[config.mk]
export PLATFORM = sky130hd
export DESIGN_NAME = hilo_muldiv
export DESIGN_NICKNAME = d
export VERILOG_FILES = /design/src/rtl/hilo_muldiv.sv
export SDC_FILE = /design/constraint.sdc
export NUM_CORES = 1
export LEC_CHECK = 0
export ABC_CLOCK_PERIOD_IN_PS = 13400
export CELL_PAD_IN_SITES_DETAIL_PLACEMENT = 2
export CELL_PAD_IN_SITES_GLOBAL_PLACEMENT = 2
export CORE_ASPECT_RATIO = 0.8
export CORE_MARGIN = 2
export CORE_UTILIZATION = 37
export CTS_CLUSTER_DIAMETER = 40
export DETAILED_ROUTE_END_ITERATION = 12
export HOLD_SLACK_MARGIN = 0.03
export PLACE_DENSITY_LB_ADDON = 0.08
export RECOVER_POWER = 25
export SLEW_MARGIN = 20
export SYNTH_ARGS = -nofsm -noshare
export SYNTH_HDL_FRONTEND = slang
export SYNTH_SLANG_ARGS = --single-unit
[constraint.sdc]
create_clock -name clk -period 13.4 [get_ports clk]
set_clock_uncertainty 0.1 [all_clocks]
set_input_delay 2.68 -clock clk [delete_from_list [all_inputs] [get_ports clk]]
set_output_delay 2.68 -clock clk [all_outputs]
set_load 0.1 [all_outputs]
[src/rtl/hilo_muldiv.sv]
// Iterative MULT/MULTU/DIV/DIVU unit with HI/LO registers and MTHI/MTLO write port.
// An op takes W RUN cycles plus one FIX cycle; busy holds the front of the pipe meanwhile.
module hilo_muldiv #(
    parameter int W = 32
) (
    input  logic         clk,
    input  logic         reset,
    input  logic         start,
    input  logic [1:0]   op,
    input  logic [W-1:0] a,
    input  logic [W-1:0] b,
    input  logic         mthi,
    input  logic         mtlo,
    input  logic [W-1:0] wdata,
    output logic         busy,
    output logic         done,
    output logic [W-1:0] hi,
    output logic [W-1:0] lo
);
    localparam int CW = (W > 2) ? $clog2(W) : 1;

    typedef enum logic [1:0] {IDLE, RUN, FIX} state_t;

    state_t         state, state_nxt;
    logic [CW-1:0]  cnt;
    logic [2*W-1:0] acc;       // mult: {partial hi, multiplier}; div: {remainder, quotient}
    logic [W-1:0]   dvs;       // multiplicand or divisor magnitude
    logic           is_div, neg_lo, neg_hi, dz;

    logic           launch, mt_ok;
    logic           a_neg, b_neg;
    logic [W-1:0]   a_mag, b_mag;
    logic [W:0]     sum, shl, diff;
    logic [2*W-1:0] step, prod_fix;
    logic [W-1:0]   q_fix, r_fix;

    // State register
    always_ff @(posedge clk or posedge reset) begin
        if (reset) state <= IDLE;
        else       state <= state_nxt;
    end

    // Next-state logic
    always_comb begin
        state_nxt = state;
        case (state)
            IDLE:    if (start) state_nxt = RUN;
            RUN:     if (cnt == '0) state_nxt = FIX;
            FIX:     state_nxt = IDLE;
            default: state_nxt = IDLE;
        endcase
    end

    // Outputs and control decodes; busy depends on state only, never on start
    always_comb begin
        busy   = (state != IDLE);
        launch = (state == IDLE) && start;
        mt_ok  = (state == IDLE) && !start;
    end

    // Operand magnitudes fit in W unsigned bits, so -0x80000000 maps to 0x80000000 exactly
    always_comb begin
        a_neg = !op[0] && a[W-1];
        b_neg = !op[0] && b[W-1];
        a_mag = a_neg ? -a : a;
        b_mag = b_neg ? -b : b;
    end

    // One shift-add or restoring shift-subtract iteration
    always_comb begin
        sum  = {1'b0, acc[2*W-1:W]} + {1'b0, dvs};
        shl  = {acc[2*W-1:W], acc[W-1]};
        diff = shl - {1'b0, dvs};
        step = '0;
        if (is_div) begin
            if (!diff[W]) step = {diff[W-1:0], acc[W-2:0], 1'b1};
            else          step = {shl[W-1:0],  acc[W-2:0], 1'b0};
        end else begin
            if (acc[0])   step = {sum, acc[W-1:1]};
            else          step = {1'b0, acc[2*W-1:1]};
        end
    end

    // Sign correction; with a zero divisor the remainder is |a| and re-signs back to a
    always_comb begin
        prod_fix = neg_lo ? -acc : acc;
        r_fix    = neg_hi ? -acc[2*W-1:W] : acc[2*W-1:W];
        if (dz)          q_fix = '1;
        else if (neg_lo) q_fix = -acc[W-1:0];
        else             q_fix = acc[W-1:0];
    end

    always_ff @(posedge clk or posedge reset) begin
        if (reset) begin
            cnt    <= '0;
            acc    <= '0;
            dvs    <= '0;
            is_div <= 1'b0;
            neg_lo <= 1'b0;
            neg_hi <= 1'b0;
            dz     <= 1'b0;
        end else if (launch) begin
            cnt    <= CW'(W - 1);
            acc    <= {{W{1'b0}}, (op[1] ? a_mag : b_mag)};
            dvs    <= op[1] ? b_mag : a_mag;
            is_div <= op[1];
            neg_lo <= a_neg ^ b_neg;
            neg_hi <= op[1] && a_neg;
            dz     <= op[1] && (b == '0);
        end else if (state == RUN) begin
            cnt <= cnt - 1'b1;
            acc <= step;
        end
    end

    always_ff @(posedge clk or posedge reset) begin
        if (reset) begin
            hi   <= '0;
            lo   <= '0;
            done <= 1'b0;
        end else begin
            done <= (state == FIX);
            if (state == FIX) begin
                hi <= is_div ? r_fix : prod_fix[2*W-1:W];
                lo <= is_div ? q_fix : prod_fix[W-1:0];
            end else if (mt_ok) begin
                if (mthi) hi <= wdata;
                if (mtlo) lo <= wdata;
            end
        end
    end
endmodule
Word-level counts from Yosys, hierarchy flattened:

Cells that the tools add are included.

* muxes and demuxes: 26
* add/sub/neg operators: 8
* reductions and logical operators: 19
* bitwise gates (word level): 1
* eq/ne operators: 4

Operators with widths (count)
* two-way mux 32 bit: 15
* two-way mux 64 bit: 6
* negation 32 bit: 4
* negation 64 bit: 1
* adder 32 x 32 -> 33 bit: 1
* subtractor 33 x 32 -> 33 bit: 1
* zero test 32 bit: 1
* two-way mux 5 bit: 2
* nonzero test 2 bit: 5
* logical AND 1 bit: 6
* AND reduction 2 bit: 3
* zero test 5 bit: 1
* subtractor 5 x 1 -> 5 bit, second input constant: 1
* two-way mux 2 bit: 2
* != test 2 bit, second input constant: 2
* one-hot mux 2 bit (2 select lines): 1
* == test 2 x 1 -> 1 bit, second input constant: 1
* == test 2 bit, second input constant: 1
* zero test 1 bit: 2
* zero test 2 bit: 1
* bitwise XOR 1 bit: 1

* flip-flop bits (word level): 172
* output and inout port bits: 66

Logic depth before layout (Yosys ltp):

* depth in word-level cells: 5
* gate-level depth with buffers: 14
* depth with buffers taken out: 12

Worst setup path after synthesis:

Ideal clock, no wire load.

* kind: input-to-reg
* start: in a[9]
* end: reg acc[26]
* path slack: 8.415 ns
* stages: 9
* arrival time: 4.782 ns
* path buffers: 0
* path through: or4_4 -> or3_4 -> nor4_1 -> and3b_1 -> a21oi_1 -> xnor2_1 -> nand2_1 -> o21ai_0 -> a221oi_1

* cells in the longest elaborated chain, start to end: 4

Ends and longest elaborated chain
* start, declared: line 10 `input logic [W-1:0] a,`
* negation 32 bit: line 65 `a_mag = a_neg ? -a : a;`
* two-way mux 32 bit: line 65
* two-way mux 32 bit: line 104 `acc <= {{W{1'b0}}, (op[1] ? a_mag : b_mag)};`
* two-way mux 64 bit: line 102 `end else if (launch) begin`
* end signal, assigned: line 104
* end signal, assigned: line 112 `acc <= step;`
* end, declared: line 26 `logic [2*W-1:0] acc;`

No other way between the ends.
A chain may end at the register's enable or synchronous reset.

==> summary.txt <==
=================================================================================
Crit path required time ............................................     12.83 ns
Global placer's final weighted congestion ..........................        0.910
Final worst-path cycle share .......................................        59.7%
Count of buffer and inverter cells on the critical path ............            3
Count of cell types in the netlist .................................           83
Actual transition at the worst max-transition pin ..................      4.48 ns
Post-CTS Setup Bufs ................................................            0
Count of final setup violators .....................................            0
Cell Chain, Critical Path .......................................... dlygate4sd3_1, clkinvlp_2, clkbuf_1
Height of the die ..................................................       184 um
Power per cell area ................................................  289 nW/um^2
Root buffer cell ...................................................    clkbuf_16
Clock slew seen by the registers of the worst setup and hold paths .      0.08 ns
Largest stage delay, worst path ....................................      3.21 ns
Final routed wirelength across all metal layers ....................      65.4 mm
Share of synthesized registers carrying an async set or reset ......         100%
Clock insertion delay at the later pin of the skew report ..........      0.48 ns
TritonCTS buffer count .............................................           17
Failing checks ..................................................... max-capacitance violations, max-slew violations
Pin count of the biggest net entering global routing ...............          129
Class of the tightest hold or removal check ........................      reg2reg
Leading register cell type out of synthesis ........................      dfrtp_1
Total via count in the routed design ...............................        15211
Fin worst setup slack ..............................................      5.40 ns
Number of nets in the finished design ..............................         2152
Vias in the first global route .....................................        15755
Floorplan core area ................................................   40400 um^2
Synth Instances ....................................................         1895
H-tree depth .......................................................            4
CP Data Arrival Time ...............................................      7.43 ns
Crit Path Category .................................................     in2async
Leakage Power ......................................................      7.21 nW
TritonCTS Sinks ....................................................          172
Number of DRC markers in iteration 0 ...............................         1196
Number of enable flip-flop cells after synthesis ...................            0
Avg Synthesized Cell Area ..........................................    7.95 um^2
Worst Setup Start Kind .............................................   input port
CTS Buffer Depth ...................................................            2
Die Span X .........................................................       230 um
Number of buffers added on ports ...................................          168
Critical path endpoint category .................................... asynchronous set/reset pin
Maxcap violations ..................................................            4
Filler Cell Count ..................................................         4535
Layout cell share with drive strength beyond 1 .....................        5.18%
Count of pins over their slew limit ................................          186
Hold Fails Final Rpt ...............................................            0
Total negative setup slack .........................................         0 ns
Cell with the largest stage delay on the worst path ................     clkbuf_1
Initial cell density of the core ...................................        37.3%
Number of antenna violations at the first check in global routing ..            1
RSZ-0062 raised after global routing ...............................           no
Area Growth Syn to Fin .............................................        17.6%
HPWL reported at the end of detailed placement .....................      50.6 mm
Maximum frequency from static timing analysis ......................      125 MHz
Resize count post-CTS ..............................................            0
Hold-fix buffers at CTS ............................................            0
Synthesized area ...................................................   15100 um^2
Number of rows in the core area ....................................           66
Setup WS pre-CTS ...................................................      7.50 ns
CP Max Fanout ......................................................           74
Syn Nets ...........................................................         2070
Sequential share of the synthesized area ...........................        28.6%
Die Footprint ......................................................   42400 um^2
Min Tclk post-route ................................................      8.00 ns
Hold_ws ............................................................     0.452 ns
All-layer global routing usage .....................................        30.9%
YS warnings ........................................................            0
Pre-Repair DR Iteration Count ......................................            6
Slew Limit Headroom ................................................        -199%
Worst reg2reg setup slack ..........................................      8.96 ns
Detailed-route wire length per cell ................................      25.8 um
Peak supply drop ...................................................     0.161 mV
CP delay by family, top ............................................ buffers and inverters
Outcome ............................................................ finished with violations
Overall overflow remaining after global route ......................            0
Overall power after layout .........................................      5.13 mW
TritonCTS clock tree ...............................................        built
I/O pins ...........................................................          169
Global-route wire length before repair .............................      99.4 mm
Flip-flop and latch count after synthesis ..........................          172
Post-route antenna net violation count .............................            0
Total DRC errors in the routed layout ..............................            0
Mean number of vias per cell .......................................         6.00
=================================================================================
[per-stage QoR]
step           std cells  utilization [%]  cell area [um^2]
5_1_grt             2534             43.9             17700
6_report            2535             43.9             17700
3_5_place_dp        2502             42.4             17100
4_1_cts             2534             43.9             17700
3_3_place_gp        2502             42.4             17100
2_1_floorplan       1895                -             15100
[cells in the mapped netlist (6+ instances only)]
cell type,number,area (um^2)
o21bai_1,11,82.6
o31ai_1,27,203
a211oi_1,16,120
mux2_2,13,146
nor3_1,38,190
o211ai_1,41,308
mux2i_1,89,891
nor2b_1,15,93.8
buf_1,8,30.0
nor4_1,13,81.3
and2_1,7,43.8
a22o_1,7,61.3
a21oi_1,147,736
nand2b_1,29,181
nor2_1,114,428
clkbuf_1,105,394
nand3_1,20,100
or3_1,16,100
a31oi_1,14,87.6
nand2_1,279,1050
o41ai_1,12,105
dfrtp_1,172,4300
ha_1,70,876
or4_1,9,67.6
o21a_1,10,75.1
xor2_1,84,736
a22oi_1,7,52.6
buf_2,6,30.0
a21o_1,26,195
o221ai_1,8,70.1
and3_1,6,37.5
xnor2_1,87,762
a32oi_1,32,280
nand4_1,9,56.3
o21ai_1,9,45.0
o21ai_0,192,961
inv_1,61,229
[metal layers]
| layer | vias up | global-route usage (%) | share of wire (%) | routed length [um] |
|---|---|---|---|---|
| met5 | - | 0 | 0 | 0 |
| met4 | 0 | 6.31 | 1.3 | 833 |
| met3 | 40 | 3.90 | 4.4 | 2910 |
| met2 | 358 | 48.9 | 45 | 29600 |
| met1 | 7843 | 44.9 | 49 | 32000 |
| li1 | 6970 | - | - | - |
[sequential cells by signal, summed over array words and instances, names as in the netlist]
name	cells
lo	32
acc	64
hi	32
dvs	32
is_div	1
state	2
dz	1
neg_lo	1
neg_hi	1
done	1
cnt	5
[cell type report]
class	instances	area [um^2]	area share [%]
Inverter	62	234	1.32
Clock inverter	15	188	1.06
Clock buffer	17	425	2.40
Antenna cell	1	2.50	0.0141
Tap cell	544	681	3.84
Timing Repair Buffer	190	1840	10.4
Multi-Input combinational cell	1534	10000	56.7
Sequential cell	172	4310	24.3
[worst min-delay path: cells and delay by family (launching register included)]
kind,cells,cell delay [ns]
flops,1,0.38
xor+xnor,1,0.08
simple gates,1,0.06
[kinds of logic (layout without fill, tap and decap cells)]
group	after synthesis	in the layout	synth area share (%)
AND/OR/NAND/NOR	584	584	18.1
other	0	1	0
buffers and inverters	189	284	5.03
multiplexers	102	102	6.88
XOR/XNOR	172	172	10.0
AO/OA/AOI/OAI	604	604	25.3
adder cells (fa/ha/maj)	72	72	6.08
flip-flops	172	172	28.6
[where the power goes]
group	total (mW)	switching [mW]	leakage (nW)	internal [mW]
sequential	1.14	0.416	2.07	0.726
clock	0.533	0.278	0.295	0.255
combinational	3.45	2.19	4.85	1.26
[layout by cell type, fill, tap and decap left out, types with 41 or more instances in the layout]
cell type / synthesis / layout
a21oi_1: 147 / 145
nand2_1: 279 / 278
inv_1: 61 / 60
xor2_1: 84 / 84
o21ai_0: 192 / 192
dfrtp_1: 172 / 171
ha_1: 70 / 70
clkdlybuf4s50_1: 0 / 165
o211ai_1: 41 / 41
nor2_1: 114 / 113
xnor2_1: 87 / 87
mux2i_1: 89 / 89
[final timing paths]
kind,start,end,cells after the start
worst max-delay path,reset,hi[0],3
worst min-delay path,cnt[4],cnt[4],2
worst max register to register,acc[32],acc[56],12
worst min register to register,cnt[4],cnt[4],2
max in group clk,start,acc[61],11
min in group asynchronous,reset,lo[16],2
Power figures use the tool's default switching activity.
